## src/rtl/systolic_array_ctrl_pkg.sv

```systemverilog
// rtl/systolic_array_ctrl_pkg.sv - shared types and default sizes for the systolic array sequencer
package systolic_array_ctrl_pkg;

  localparam int DEF_BITS_AB = 8;
  localparam int DEF_BITS_C  = 16;
  localparam int DEF_DIM     = 8;

  typedef enum logic [2:0] {
    IDLE,
    CLR,
    FEED,
    READ,
    FIN
  } sa_state_e;

endpackage

```

## src/rtl/systolic_array_ctrl_if.sv

```systemverilog
// rtl/systolic_array_ctrl_if.sv - host control, operand buffer and C row stream bundle
interface systolic_array_ctrl_if
  import systolic_array_ctrl_pkg::*;
#(
  parameter int DIM     = DEF_DIM,
  parameter int BITS_AB = DEF_BITS_AB,
  parameter int BITS_C  = DEF_BITS_C
);
  localparam int ROWBITS = $clog2(DIM);

  logic                    start;
  logic                    acc;
  logic                    busy;
  logic                    done;
  logic                    ab_rd;
  logic [ROWBITS-1:0]      ab_addr;
  logic [DIM*BITS_AB-1:0]  a_rd_data;
  logic [DIM*BITS_AB-1:0]  b_rd_data;
  logic                    c_valid;
  logic                    c_ready;
  logic [ROWBITS-1:0]      c_row;
  logic [DIM*BITS_C-1:0]   c_data;

  modport slave (
    input  start, acc, a_rd_data, b_rd_data, c_ready,
    output busy, done, ab_rd, ab_addr, c_valid, c_row, c_data
  );

  modport master (
    output start, acc, a_rd_data, b_rd_data, c_ready,
    input  busy, done, ab_rd, ab_addr, c_valid, c_row, c_data
  );

endinterface

```

## src/rtl/systolic_array_ctrl_skew.sv

```systemverilog
// rtl/systolic_array_ctrl_skew.sv - triangular delay line: lane i delays its slice by i cycles
module systolic_skew
  import systolic_array_ctrl_pkg::*;
#(
  parameter int W   = DEF_BITS_AB,
  parameter int DIM = DEF_DIM
) (
  input  logic                    clk,
  input  logic                    rst,
  input  logic                    in_valid_i,
  input  logic [DIM*W-1:0]        in_data_i,
  output logic [DIM-1:0][W-1:0]   out_data_o
);

  // Invalid read data is replaced by zeros so the array edge only ever sees operands or zeros.
  logic [DIM*W-1:0] gated;
  assign gated = in_valid_i ? in_data_i : '0;

  assign out_data_o[0] = gated[W-1:0];

  for (genvar i = 1; i < DIM; i++) begin : g_lane
    logic [W-1:0] sh_q [i];

    always_ff @(posedge clk) begin
      if (rst) begin
        for (int j = 0; j < i; j++) sh_q[j] <= '0;
      end else begin
        sh_q[0] <= gated[i*W +: W];
        for (int j = 1; j < i; j++) sh_q[j] <= sh_q[j-1];
      end
    end

    assign out_data_o[i] = sh_q[i-1];
  end

endmodule

```

## src/rtl/systolic_array_ctrl.sv

```systemverilog
// rtl/systolic_array_ctrl.sv - clear / feed / read-out sequencer for one systolic array
module systolic_array_ctrl
  import systolic_array_ctrl_pkg::*;
#(
  parameter int BITS_AB = DEF_BITS_AB,
  parameter int BITS_C  = DEF_BITS_C,
  parameter int DIM     = DEF_DIM
) (
  input  logic                          clk,
  input  logic                          rst,
  systolic_array_ctrl_if.slave          bus,
  output logic                          sa_en_o,
  output logic                          sa_WrEn_o,
  output logic [$clog2(DIM)-1:0]        sa_Crow_o,
  output logic [DIM-1:0][BITS_AB-1:0]   sa_A_o,
  output logic [DIM-1:0][BITS_AB-1:0]   sa_B_o,
  output logic [DIM-1:0][BITS_C-1:0]    sa_Cin_o,
  input  logic [DIM-1:0][BITS_C-1:0]    sa_Cout_i
);

  localparam int ROWBITS = $clog2(DIM);
  localparam int CNTW    = $clog2(3*DIM);

  localparam logic [CNTW-1:0]    CLR_LAST  = CNTW'(DIM - 1);
  localparam logic [CNTW-1:0]    RD_END    = CNTW'(DIM);
  localparam logic [CNTW-1:0]    FEED_LAST = CNTW'(3*DIM - 2);
  localparam logic [ROWBITS-1:0] ROW_LAST  = ROWBITS'(DIM - 1);

  sa_state_e              state_q;
  logic [CNTW-1:0]        cnt_q;
  logic [CNTW-1:0]        cnt_inc;
  logic                   busy_q;
  logic                   done_q;
  logic                   ab_rd_q;
  logic [ROWBITS-1:0]     ab_addr_q;
  logic                   rd_vld_q;
  logic                   sa_en_q;
  logic                   wr_en_q;
  logic [ROWBITS-1:0]     crow_q;
  logic                   issued_q;
  logic                   c_valid_q;
  logic [ROWBITS-1:0]     c_row_q;
  logic [DIM*BITS_C-1:0]  c_data_q;

  assign cnt_inc = cnt_q + 1'b1;

  always_ff @(posedge clk) begin
    if (rst) begin
      state_q   <= IDLE;
      cnt_q     <= '0;
      busy_q    <= 1'b0;
      done_q    <= 1'b0;
      ab_rd_q   <= 1'b0;
      ab_addr_q <= '0;
      rd_vld_q  <= 1'b0;
      sa_en_q   <= 1'b0;
      wr_en_q   <= 1'b0;
      crow_q    <= '0;
      issued_q  <= 1'b0;
      c_valid_q <= 1'b0;
      c_row_q   <= '0;
      c_data_q  <= '0;
    end else begin
      done_q   <= 1'b0;
      rd_vld_q <= ab_rd_q;
      case (state_q)
        IDLE: begin
          if (bus.start) begin
            busy_q <= 1'b1;
            cnt_q  <= '0;
            if (bus.acc) begin
              state_q   <= FEED;
              ab_rd_q   <= 1'b1;
              ab_addr_q <= '0;
            end else begin
              state_q <= CLR;
              wr_en_q <= 1'b1;
              crow_q  <= '0;
            end
          end
        end
        CLR: begin
          if (cnt_q == CLR_LAST) begin
            state_q   <= FEED;
            wr_en_q   <= 1'b0;
            crow_q    <= '0;
            cnt_q     <= '0;
            ab_rd_q   <= 1'b1;
            ab_addr_q <= '0;
          end else begin
            cnt_q  <= cnt_inc;
            crow_q <= cnt_inc[ROWBITS-1:0];
          end
        end
        FEED: begin
          // Outputs are computed one cycle ahead so they line up with cnt_q.
          ab_rd_q   <= (cnt_inc < RD_END);
          ab_addr_q <= (cnt_inc < RD_END) ? cnt_inc[ROWBITS-1:0] : '0;
          sa_en_q   <= (cnt_q != FEED_LAST);
          if (cnt_q == FEED_LAST) begin
            state_q  <= READ;
            cnt_q    <= '0;
            crow_q   <= '0;
            issued_q <= 1'b0;
          end else begin
            cnt_q <= cnt_inc;
          end
        end
        READ: begin
          // One row in flight: a new row is captured whenever the output slot is empty or draining.
          if (c_valid_q && bus.c_ready && c_row_q == ROW_LAST) begin
            state_q   <= FIN;
            c_valid_q <= 1'b0;
            done_q    <= 1'b1;
          end else if ((!c_valid_q || bus.c_ready) && !issued_q) begin
            c_data_q  <= sa_Cout_i;
            c_row_q   <= crow_q;
            c_valid_q <= 1'b1;
            if (crow_q == ROW_LAST) issued_q <= 1'b1;
            else                    crow_q   <= crow_q + 1'b1;
          end
        end
        FIN: begin
          state_q <= IDLE;
          busy_q  <= 1'b0;
          crow_q  <= '0;
        end
        default: state_q <= IDLE;
      endcase
    end
  end

  systolic_skew #(.W(BITS_AB), .DIM(DIM)) u_skew_a (
    .clk        (clk),
    .rst        (rst),
    .in_valid_i (rd_vld_q),
    .in_data_i  (bus.a_rd_data),
    .out_data_o (sa_A_o)
  );

  systolic_skew #(.W(BITS_AB), .DIM(DIM)) u_skew_b (
    .clk        (clk),
    .rst        (rst),
    .in_valid_i (rd_vld_q),
    .in_data_i  (bus.b_rd_data),
    .out_data_o (sa_B_o)
  );

  assign bus.busy    = busy_q;
  assign bus.done    = done_q;
  assign bus.ab_rd   = ab_rd_q;
  assign bus.ab_addr = ab_addr_q;
  assign bus.c_valid = c_valid_q;
  assign bus.c_row   = c_row_q;
  assign bus.c_data  = c_data_q;

  assign sa_en_o   = sa_en_q;
  assign sa_WrEn_o = wr_en_q;
  assign sa_Crow_o = crow_q;
  assign sa_Cin_o  = '0;

endmodule

```

## src/flat_wrapper.sv

```systemverilog
// flat-port wrapper written by rule: the top's interface ports become plain ports
module systolic_array_ctrl_flat import systolic_array_ctrl_pkg::*;
#(
  parameter int BITS_AB = DEF_BITS_AB,
  parameter int BITS_C  = DEF_BITS_C,
  parameter int DIM     = DEF_DIM
)
  (clk, rst, sa_en_o, sa_WrEn_o, sa_Crow_o, sa_A_o, sa_B_o, sa_Cin_o, sa_Cout_i, bus_start, bus_acc, bus_a_rd_data, bus_b_rd_data, bus_c_ready, bus_busy, bus_done, bus_ab_rd, bus_ab_addr, bus_c_valid, bus_c_row, bus_c_data);
  systolic_array_ctrl_if #(.DIM(DIM), .BITS_AB(BITS_AB), .BITS_C(BITS_C)) bus_i ();
  input  logic clk;
  input  logic rst;
  output logic sa_en_o;
  output logic sa_WrEn_o;
  output logic [$clog2(DIM)-1:0] sa_Crow_o;
  output logic [DIM-1:0][BITS_AB-1:0] sa_A_o;
  output logic [DIM-1:0][BITS_AB-1:0] sa_B_o;
  output logic [DIM-1:0][BITS_C-1:0] sa_Cin_o;
  input  logic [DIM-1:0][BITS_C-1:0] sa_Cout_i;
  input wire logic [$bits(bus_i.start)-1:0] bus_start;
  input wire logic [$bits(bus_i.acc)-1:0] bus_acc;
  input wire logic [$bits(bus_i.a_rd_data)-1:0] bus_a_rd_data;
  input wire logic [$bits(bus_i.b_rd_data)-1:0] bus_b_rd_data;
  input wire logic [$bits(bus_i.c_ready)-1:0] bus_c_ready;
  output wire logic [$bits(bus_i.busy)-1:0] bus_busy;
  output wire logic [$bits(bus_i.done)-1:0] bus_done;
  output wire logic [$bits(bus_i.ab_rd)-1:0] bus_ab_rd;
  output wire logic [$bits(bus_i.ab_addr)-1:0] bus_ab_addr;
  output wire logic [$bits(bus_i.c_valid)-1:0] bus_c_valid;
  output wire logic [$bits(bus_i.c_row)-1:0] bus_c_row;
  output wire logic [$bits(bus_i.c_data)-1:0] bus_c_data;
  assign bus_i.start = bus_start;
  assign bus_i.acc = bus_acc;
  assign bus_i.a_rd_data = bus_a_rd_data;
  assign bus_i.b_rd_data = bus_b_rd_data;
  assign bus_i.c_ready = bus_c_ready;
  assign bus_busy = bus_i.busy;
  assign bus_done = bus_i.done;
  assign bus_ab_rd = bus_i.ab_rd;
  assign bus_ab_addr = bus_i.ab_addr;
  assign bus_c_valid = bus_i.c_valid;
  assign bus_c_row = bus_i.c_row;
  assign bus_c_data = bus_i.c_data;
  systolic_array_ctrl #(.BITS_AB(BITS_AB), .BITS_C(BITS_C), .DIM(DIM)) u_core (.clk(clk), .rst(rst), .bus(bus_i), .sa_en_o(sa_en_o), .sa_WrEn_o(sa_WrEn_o), .sa_Crow_o(sa_Crow_o), .sa_A_o(sa_A_o), .sa_B_o(sa_B_o), .sa_Cin_o(sa_Cin_o), .sa_Cout_i(sa_Cout_i));
endmodule
```

## config.mk

```make
export PLATFORM = sky130hd
export DESIGN_NAME = systolic_array_ctrl_flat
export DESIGN_NICKNAME = d
export VERILOG_FILES = /design/src/rtl/systolic_array_ctrl_pkg.sv /design/src/rtl/systolic_array_ctrl_if.sv /design/src/rtl/systolic_array_ctrl_skew.sv /design/src/rtl/systolic_array_ctrl.sv /design/src/flat_wrapper.sv
export SDC_FILE = /design/constraint.sdc
export NUM_CORES = 1
export LEC_CHECK = 0
export ABC_AREA = 0
export CAP_MARGIN = 10
export CORE_ASPECT_RATIO = 0.75
export CORE_MARGIN = 2
export CORE_UTILIZATION = 25
export CTS_BUF_LIST = sky130_fd_sc_hd__clkbuf_8
export DETAILED_ROUTE_END_ITERATION = 12
export PLACE_DENSITY = 0.57
export SETUP_SLACK_MARGIN = 0.5
export SLEW_MARGIN = 10
export SYNTH_ARGS = -nofsm -noshare
export SYNTH_HDL_FRONTEND = slang
export SYNTH_HIERARCHICAL = 1
export SYNTH_SLANG_ARGS = --single-unit
```

## constraint.sdc

```tcl
create_clock -name clk -period 1.6 [get_ports clk]
set_input_delay 0.32 -clock clk [delete_from_list [all_inputs] [get_ports clk]]
set_output_delay 0.32 -clock clk [all_outputs]
set_load 0.02 [all_outputs]
```

-- Word-level counts from Yosys, hierarchy flattened
Memories as Yosys holds them, arrays and structs flattened.
Index checks and enable logic that the tools add are counted.
- add/subtract/negate cells: 2
- multipliers: 0
- divide/modulo/power cells: 0
- $lt $le $gt $ge: 1
- equality and inequality tests: 19
- shift operators: 0
- mux-type cells: 104
- bitwise logic cells: 56
- reduce and logical (&&, ||, !) cells: 25
- operators by type and width (kind ; count):
    8-bit two-way mux ; 56
    64-bit two-way mux ; 2
    1-bit OR ; 54
    3-bit two-way mux ; 15
    1-bit two-way mux ; 19
    8-bit OR reduction ; 2
    5-bit two-way mux ; 3
    3-bit case mux with 5 select lines ; 1
    5-bit case mux with 3 select lines ; 1
    3-bit case mux with 4 select lines ; 1
    4-bit AND reduction ; 3
    2-bit by 1-bit inequality test with 1-bit output (second input constant) ; 5
    2-bit inequality test (second input constant) ; 5
    3-bit == test (second input constant) ; 3
    3-bit case mux with 3 select lines ; 1
    2-bit nonzero test ; 4
    7-bit AND reduction ; 1
    3-bit by 2-bit == test with 1-bit output (second input constant) ; 2
    1-bit case mux with 2 select lines ; 3
    2-bit AND reduction ; 3
    5-bit by 1-bit adder with 5-bit output (second input constant) ; 1
    5-bit by 3-bit == test with 1-bit output (second input constant) ; 1
    5-bit == test (second input constant) ; 1
    5-bit by 4-bit less-than comparator with 1-bit output (second input constant) ; 1
    15 further kinds ; 19
- register bits: 153
- latch bits: 0
- memory bits (writable): 448
- memory bits (read-only): 0
- input bits: 261
- output and inout bits: 399
- memories: 14
- memory list (name ; depth ; bits a word ; read ports ; clocked after Yosys merged registers in ; write ports ; RTL line ; text):
    u_core.u_skew_a.g_lane[7].sh_q ; 7 ; 8 ; 7 ; 0 ; 7 ; systolic_array_ctrl_skew.sv:22 ; logic [W-1:0] sh_q [i];
    u_core.u_skew_b.g_lane[7].sh_q ; 7 ; 8 ; 7 ; 0 ; 7 ; systolic_array_ctrl_skew.sv:22 ;
    u_core.u_skew_a.g_lane[6].sh_q ; 6 ; 8 ; 6 ; 0 ; 6 ; systolic_array_ctrl_skew.sv:22 ;
    u_core.u_skew_b.g_lane[6].sh_q ; 6 ; 8 ; 6 ; 0 ; 6 ; systolic_array_ctrl_skew.sv:22 ;
    u_core.u_skew_a.g_lane[5].sh_q ; 5 ; 8 ; 5 ; 0 ; 5 ; systolic_array_ctrl_skew.sv:22 ;
    u_core.u_skew_b.g_lane[5].sh_q ; 5 ; 8 ; 5 ; 0 ; 5 ; systolic_array_ctrl_skew.sv:22 ;
    8 more memories ; n/a ; n/a ; n/a ; n/a ; n/a ; n/a ;

-- Longest topological paths before layout
Gate-level depths: netlist of run 1.
- depth after elaboration: 6
- gate-level depth with buffers: 8

-- Cells and area by module
Netlist of run 1, hierarchy kept.
- modules (own cells, without submodules) (module ; instances ; cells an instance ; area an instance (µm²)):
    systolic_skew ; 2 ; 512 ; 6458.7
    systolic_array_ctrl ; 1 ; 847 ; 6663.9

-- Worst setup path after synthesis of run 1
OpenSTA, ideal clock, no wires.
- kind: register -> register
- start: register u_core.cnt_q[0]
- end: register u_core.cnt_q[3]
- setup time: 70 ps
- data arrival time: 1709 ps
- setup slack: -179 ps
- cell stages (with the launch flop): 7
- buffers on the path: 1
- clock period less this slack: 1779 ps
- cell sequence: dfxtp_1 > ha_1 > and4bb_1 > buf_6 > o32a_1 > or3_1 > a21oi_1
- cells in the longest elaborated chain, start to end: 3
- ends and longest elaborated chain (element ; RTL line ; text):
    start: declaration ; systolic_array_ctrl.sv:30 ; logic [CNTW-1:0] cnt_q;
    start signal: assignment ; systolic_array_ctrl.sv:91 ; cnt_q <= cnt_inc;
    start signal: assignment ; systolic_array_ctrl.sv:106 ; cnt_q <= cnt_inc;
    5-bit by 1-bit adder with 5-bit output (tied with other cells) ; systolic_array_ctrl.sv:45 ; assign cnt_inc = cnt_q + 1'b1;
    5-bit two-way mux, on equally long branches ; systolic_array_ctrl.sv:100, systolic_array_ctrl.sv:83 ;
    5-bit case mux with 3 select lines (*) ; systolic_array_ctrl.sv:66 ; case (state_q)
Every way passes the cells marked *; elsewhere a longest branch is shown, timed or not.
A chain may end at the register's enable or synchronous reset.

==> results of run 1 <==
==> worst paths after layout <==
check / depth (start not counted) / slack (ns) / endpoint
worst max-delay path: 4 / -0.40 / sa_A_o[4]
worst min-delay path: 3 / 0.13 / u_core/bus.c_valid$_SDFFE_PP0P_
worst max register to register: 10 / -0.34 / u_core/bus.c_data[39]$_SDFFE_PP0P_
worst min register to register: 1 / 0.41 / u_core/u_skew_a/g_lane[3].sh_q[0][12]$_SDFF_PP0_
==> cell type report <==
class | instances | area (um^2) | area share [%]
flip-flops and latches | 601 | 12400 | 39.3
repair buffers | 695 | 8150 | 25.8
multi-input cells | 1102 | 7680 | 24.3
clock buffers | 127 | 1750 | 5.53
well taps | 1035 | 1290 | 4.10
clock inverters | 44 | 335 | 1.06
diodes | 2 | 5.00 | 0.0158
inverters | 1 | 3.75 | 0.0119
==> routing by layer <==
metal / share of wire [%] / vias to the layer above / track usage, %
met5: 0.045 / - / 0
met4: 4.1 / 4 / 6.10
met3: 8.2 / 147 / 5.03
met2: 48 / 513 / 21.0
met1: 40 / 6739 / 15.0
li1: - / 6912 / -
==> logic make-up (layout without fill, tap and decap cells) <==
logic type | Yosys count | in the layout | share of synthesized area, %
AOI/OAI and AO/OA | 169 | 169 | 4.56
buffers and inverters | 295 | 867 | 10.2
adders and majority gates | 4 | 4 | 0.256
other | 1 | 130 | 0.0192
and+or+nand+nor | 795 | 795 | 23.2
muxes | 5 | 5 | 0.262
DFF | 601 | 601 | 61.4
xor gates and xnor gates | 1 | 1 | 0.0447
==> registers in the layout, indices dropped and copies added, names as in the netlist, 3 cells and up <==
name and flops:
u_core/bus.ab_addr 3, u_core/bus.c_data 128, u_core/bus.c_row 3, u_core/cnt_q 5, u_core/sa_Crow_o 3, u_core/state_q 3
u_core/u_skew_a/g_lane.sh_q 224, u_core/u_skew_b/g_lane.sh_q 224
==> where the power goes <==
group	internal [uW]	switching, uW	leakage [uW]
registers	15800	508	0.00499
clock network	7540	6330	0.00115
logic	4610	4650	0.00762
total	27900	11500	0.0138
==> placed cells by master, fill, tap and decap left out, types with 5 or more instances in the layout <==
| cell | count |
|---|---|
| nor2b_1 | 341 |
| dfxtp_1 | 340 |
| buf_6 | 292 |
| clkdlybuf4s50_1 | 259 |
| dfxtp_2 | 239 |
| a21oi_2 | 129 |
| conb_1 | 128 |
| clkbuf_8 | 127 |
| nand2_1 | 127 |
| nand2_4 | 114 |
| and3b_1 | 111 |
| buf_4 | 65 |
| nand2_2 | 32 |
| buf_12 | 30 |
| buf_16 | 24 |
| dfxtp_4 | 22 |
| inv_1 | 19 |
| and2_4 | 16 |
| clkbuf_16 | 15 |
| a21oi_1 | 13 |
| nor2_1 | 12 |
| clkinv_2 | 11 |
| buf_8 | 8 |
| nand2b_1 | 5 |
| o21ai_0 | 5 |
| nor2_2 | 5 |
==> worst max-delay path: cells and delay by family (launching register included) <==
family / cells / cell delay (ns)
buf+inv: 3 / 0.43
flops: 1 / 0.40
simple gates: 1 / 0.13
==> stage by stage <==
stage	setup TNS, ns	utilization (%)
6_report	-37.78	41.0
5_1_grt	-49.38	41.0
4_1_cts	-15.88	38.2
3_5_place_dp	-54.03	33.0
3_3_place_gp	-48.60	33.0
2_1_floorplan	-0.669	-
==> repair_timing <==
action,CTS,global route
hold buffers,2,0
gates resized for setup,2009,401
gates cloned,20,25
setup buffers,40,19
pin swaps,56,251
endpoints found under the setup margin,525,533
endpoints found under the hold margin,13,0
==> results_dict.tcl, run 1 <==
set metrics [dict create \
    final_hold_viol_count 0 \
    vias 14300 \
    slew_headroom_pct 34.3 \
    timing.final.crit_share_pct 125 \
    hp-start "rst" \
    crit_chain "buf_4 -> buf_12 -> and2_4 -> buf_4" \
    tightest_slew_ns 0.982 \
    die_w_um 327 \
    dp.cells 3328 \
    p_total_uw 39400 \
    grt_usage_pct 12.9 \
    insertion_delay_ns 0.72 \
    final.min_clock_period_ns 2.00 \
    crit_arrival_ns 1.68 \
    synth_top_cell_by_area "dfxtp_1" \
    synth.distinct_cells 42 \
    synth_area_um2 19600 \
    cts_tree "yes" \
    post-route-cell-area_um2 31600 \
    rows 88 \
    r2r-start "u_core/bus.c_valid$_SDFFE_PP0P_" \
    drtIter0Drc 580 \
    maxCapViolCount 0 \
    ant_nets 0 \
    drt-total-wl_um 60000 \
    nNetsFinal 2763 \
    status "finished, violations left" \
    initial_utilization_pct 25.4 \
    stdcell_count 3607 \
    vdd_drop_max_mv 0.763 \
    violations "setup timing" \
    ctsHtreeMaxLevel 3 \
    clk_path_buf_depth 3 \
    critical-path-max-stage-delay_ns 0.40 \
    drc 0 \
    dpl_cell_area_um2 25400 \
    grt_pass1_wl_um 80600 \
    powerDensity_nw_per_um2 1250 \
    portBuffers 531 \
    cp.required_ns 1.28 \
    syn2layout_area_growth_pct 61.5 \
    nFillCells 7104 \
    cts_made_buffers 97 \
    layout-drive-gt1-share_pct 45.5 \
    crit_top_cell "buf_4" \
    endpoint_kind "output port" \
    viasPerCell 3.97 \
    globalplace.congestion 0.899 \
    synth_area_per_cell_um2 10.5 \
    cts.clk_slew.worst_paths_ns 0.06 \
    postSynthCellCount 1871 \
    grt_max_degree 100 \
    yosysMostFrequentCell "dfxtp_1" \
    timing.final.ws_setup_ns -0.396 \
    drtPass1Iterations 4 \
    dieHeight_um 246 \
    synth_top_area_share_pct 61.4 \
    cp-start-kind "flop" \
    antenna_found_initial 7 \
    max_freq_mhz 501 \
    cp_slowest_cell "dfxtp_4" \
    finalSetupViolations 163 \
    core_um2 77200 \
    fin_skew_ns 0.0511 \
    dieArea_um2 80600 \
    pin_count 660 \
    wire_per_inst_um 16.6 \
    ys_ff_latch 601 \
    grt_pass1_vias 14200 \
    synth-main-ff-cell "dfxtp_1" \
    rsz0062_at_grt "true" \
    path_class "flop to output port" \
    worst_hold_slack_ns 0.126 \
    root_buffer "clkbuf_8" \
    cellLeakagePower_uw 0.0138 \
    async_flop_share_pct 0 \
    place_ws_ns -0.442 \
    cp-startpoint "u_core/rd_vld_q$_SDFF_PP0_" \
    gr-total-overflow 0 \
    ys_warn_count 6 \
    synth-edff-count 0 \
    cp_max_fo 5 \
    synth.top_cells.by_area "dfxtp_1 61%, nor2b_1 11%, buf_4 7.1%" \
    synth_commonest_cells "601 x dfxtp_1, 343 x nor2b_1, 273 x nand2_1" \
    ys_seq_area_share_pct 61.4 \
    dp_hpwl_um 34400 \
    holdCritPathClass "input pin to flop" \
    clock-sinks 601 \
    finalMaxSlewViolations 0 \
]
No activity file was read; power rests on OpenSTA's default activity.
==> run 2: changes to the inputs <==
- CAP_MARGIN: 10 -> 20
- CORE_MARGIN: 2 -> default
- TNS_END_PERCENT: default -> 5
==> results_dict.tcl, run 2 (synthesis gave the netlist of run 1 again) <==
set metrics [dict create \
    finalMaxSlewViolations 0 \
    cp.required_ns 1.28 \
    clock-sinks 601 \
    nFillCells 7640 \
    viasPerCell 3.88 \
    regArea_um2 12300 \
    grt_pass1_vias 13200 \
    ctsHtreeMaxLevel 3 \
    cts_tree "yes" \
    final_hold_viol_count 0 \
    crit_arrival_ns 1.47 \
    worst_hold_slack_ns 0.0827 \
    endpoint_kind "output port" \
    insertion_delay_ns 0.67 \
    root_buffer "clkbuf_8" \
    ff2ff_setup_slack_ns -0.13 \
    wire_per_inst_um 14.9 \
    vdd_drop_max_mv 0.879 \
    holdPathEnd "u_core/state_q[1]$_SDFFE_PP0P_" \
    cp_max_fo 7 \
    max_freq_mhz 559 \
    cellLeakagePower_uw 0.0120 \
    r2r_end "u_core/bus.c_data[87]$_SDFFE_PP0P_" \
    r2r-start "u_core/bus.c_row[0]$_SDFFE_PP0P_" \
    dp_hpwl_um 34400 \
    ant_nets 0 \
    violations "setup timing" \
    layout_common_cells "449 x dfxtp_1, 342 x nor2b_1, 259 x buf_6, 259 x clkdlybuf4s50_1, 257 x nand2_1" \
    finalSetupViolations 141 \
    gr-total-overflow 0 \
    cts.clk_slew.worst_paths_ns 0.05 \
    powerDensity_nw_per_um2 1260 \
    nNetsFinal 2688 \
    min_path_cells 3 \
    path_class "flop to output port" \
    drtPass1Iterations 5 \
    portBuffers 531 \
    timing.final.ws_setup_ns -0.190 \
    dpl_cell_area_um2 25400 \
    timing.final.crit_share_pct 112 \
    multiInputGateArea_um2 6310 \
    drt-total-wl_um 52700 \
    post-route-cell-area_um2 28500 \
    ff2ff_path_depth 8 \
    pin_count 660 \
    status "finished, violations left" \
    drc 0 \
    rsz0062_at_grt "true" \
    clk_path_buf_depth 3 \
    hp-start "rst" \
    syn2layout_area_growth_pct 45.8 \
    maxCapViolCount 0 \
    core_um2 77200 \
    vias 13700 \
    antenna_found_initial 6 \
    grt_pass1_wl_um 75100 \
    dp.cells 3336 \
    initial_utilization_pct 25.4 \
    stdcell_count 3533 \
    drtIter0Drc 647 \
    final.min_clock_period_ns 1.79 \
    place_ws_ns -0.384 \
    dieArea_um2 79500 \
    cp-start-kind "flop" \
    grt_max_degree 78 \
    cts_made_buffers 95 \
    fin_setup_tns_ns -9.61 \
    mostFrequentLayoutCell "dfxtp_1" \
    fin_skew_ns 0.0319 \
    holdCritPathClass "input pin to flop" \
    rows 88 \
    grt_usage_pct 12.1 \
    globalplace.congestion 0.940 \
    layout-drive-gt1-share_pct 29.0 \
    dieHeight_um 244 \
    die_w_um 325 \
]
-- run 2: worst max-delay path by stage --
| stage | to | start | depth (start not counted) |
|---|---|---|---|
| final | sa_A_o[0] | u_core/rd_vld_q$_SDFF_PP0_ | 3 |
| after global routing | sa_B_o[3] | u_core/rd_vld_q$_SDFF_PP0_ | 3 |
| after CTS | sa_A_o[0] | u_core/rd_vld_q$_SDFF_PP0_ | 3 |
| after detailed placement | u_core/bus.c_data[50]$_SDFFE_PP0P_ | bus_c_ready | 7 |
| after global placement | u_core/bus.c_data[42]$_SDFFE_PP0P_ | bus_c_ready | 7 |
| after floorplan | u_core/cnt_q[3]$_SDFFE_PP0P_ | u_core/cnt_q[1]$_SDFFE_PP0P_ | 6 |
-- run 2: metrics by stage --
| step | utilization, % | power, uW |
|---|---|---|
| after floorplan | - | 19500 |
| after global placement | 32.9 | 21900 |
| after detailed placement | 32.9 | 21900 |
| after CTS | 35.8 | 35700 |
| after global routing | 37.0 | 37700 |
| final | 37.0 | 36000 |
-- run 2: repair_timing --
action | 4_1_cts | 5_1_grt
hold buffers | 1 | 0
cloned | 0 | 7
buffers inserted | 8 | 9
gates resized for setup | 1030 | 857
pin swaps | 0 | 29
setup endpoints to repair | 500 | 535
hold endpoints to repair | 7 | 0
-- run 2: routing by layer --
layer  share of wire, %  vias up  wire length, um  global-route usage [%]
li1                   -     6751                -                       -
met1                 44     6396            23400                    15.1
met2                 45      434            23700                    18.6
met3                7.4      133             3920                    4.53
met4                3.0        8             1600                    5.29
met5               0.11        -               57                       0
-- run 2: cell type report --
cell class                 instances  share of cell area, %
sequential                       601                   43.0
timing repair buffer             622                   23.4
inverter                           1                 0.0219
multi-input combinational       1102                   22.1
clock inverter                    43                  0.855
clock buffer                     127                   6.12
tap                             1035                   4.54
antenna                            2                 0.0175
-- run 2: report_power, final --
| group | internal, uW | switching, uW | leakage, uW | total, uW |
|---|---|---|---|---|
| Clock | 7280 | 6030 | 0.00113 | 13300 |
| Combinational | 3020 | 3420 | 0.00597 | 6450 |
| Sequential | 15700 | 470 | 0.00494 | 16200 |
-- run 2: worst max-delay path, stage by stage (launching register included) --
cell	delay [ns]
dfxtp_4	0.40
buf_16	0.16
and2_4	0.15
buf_6	0.10
==> run 3: changes to the inputs <==
- CTS_CLUSTER_DIAMETER: default -> 200
==> results of run 3 <==
No change in the layout: final DEF, timing and power equal those of run 2.
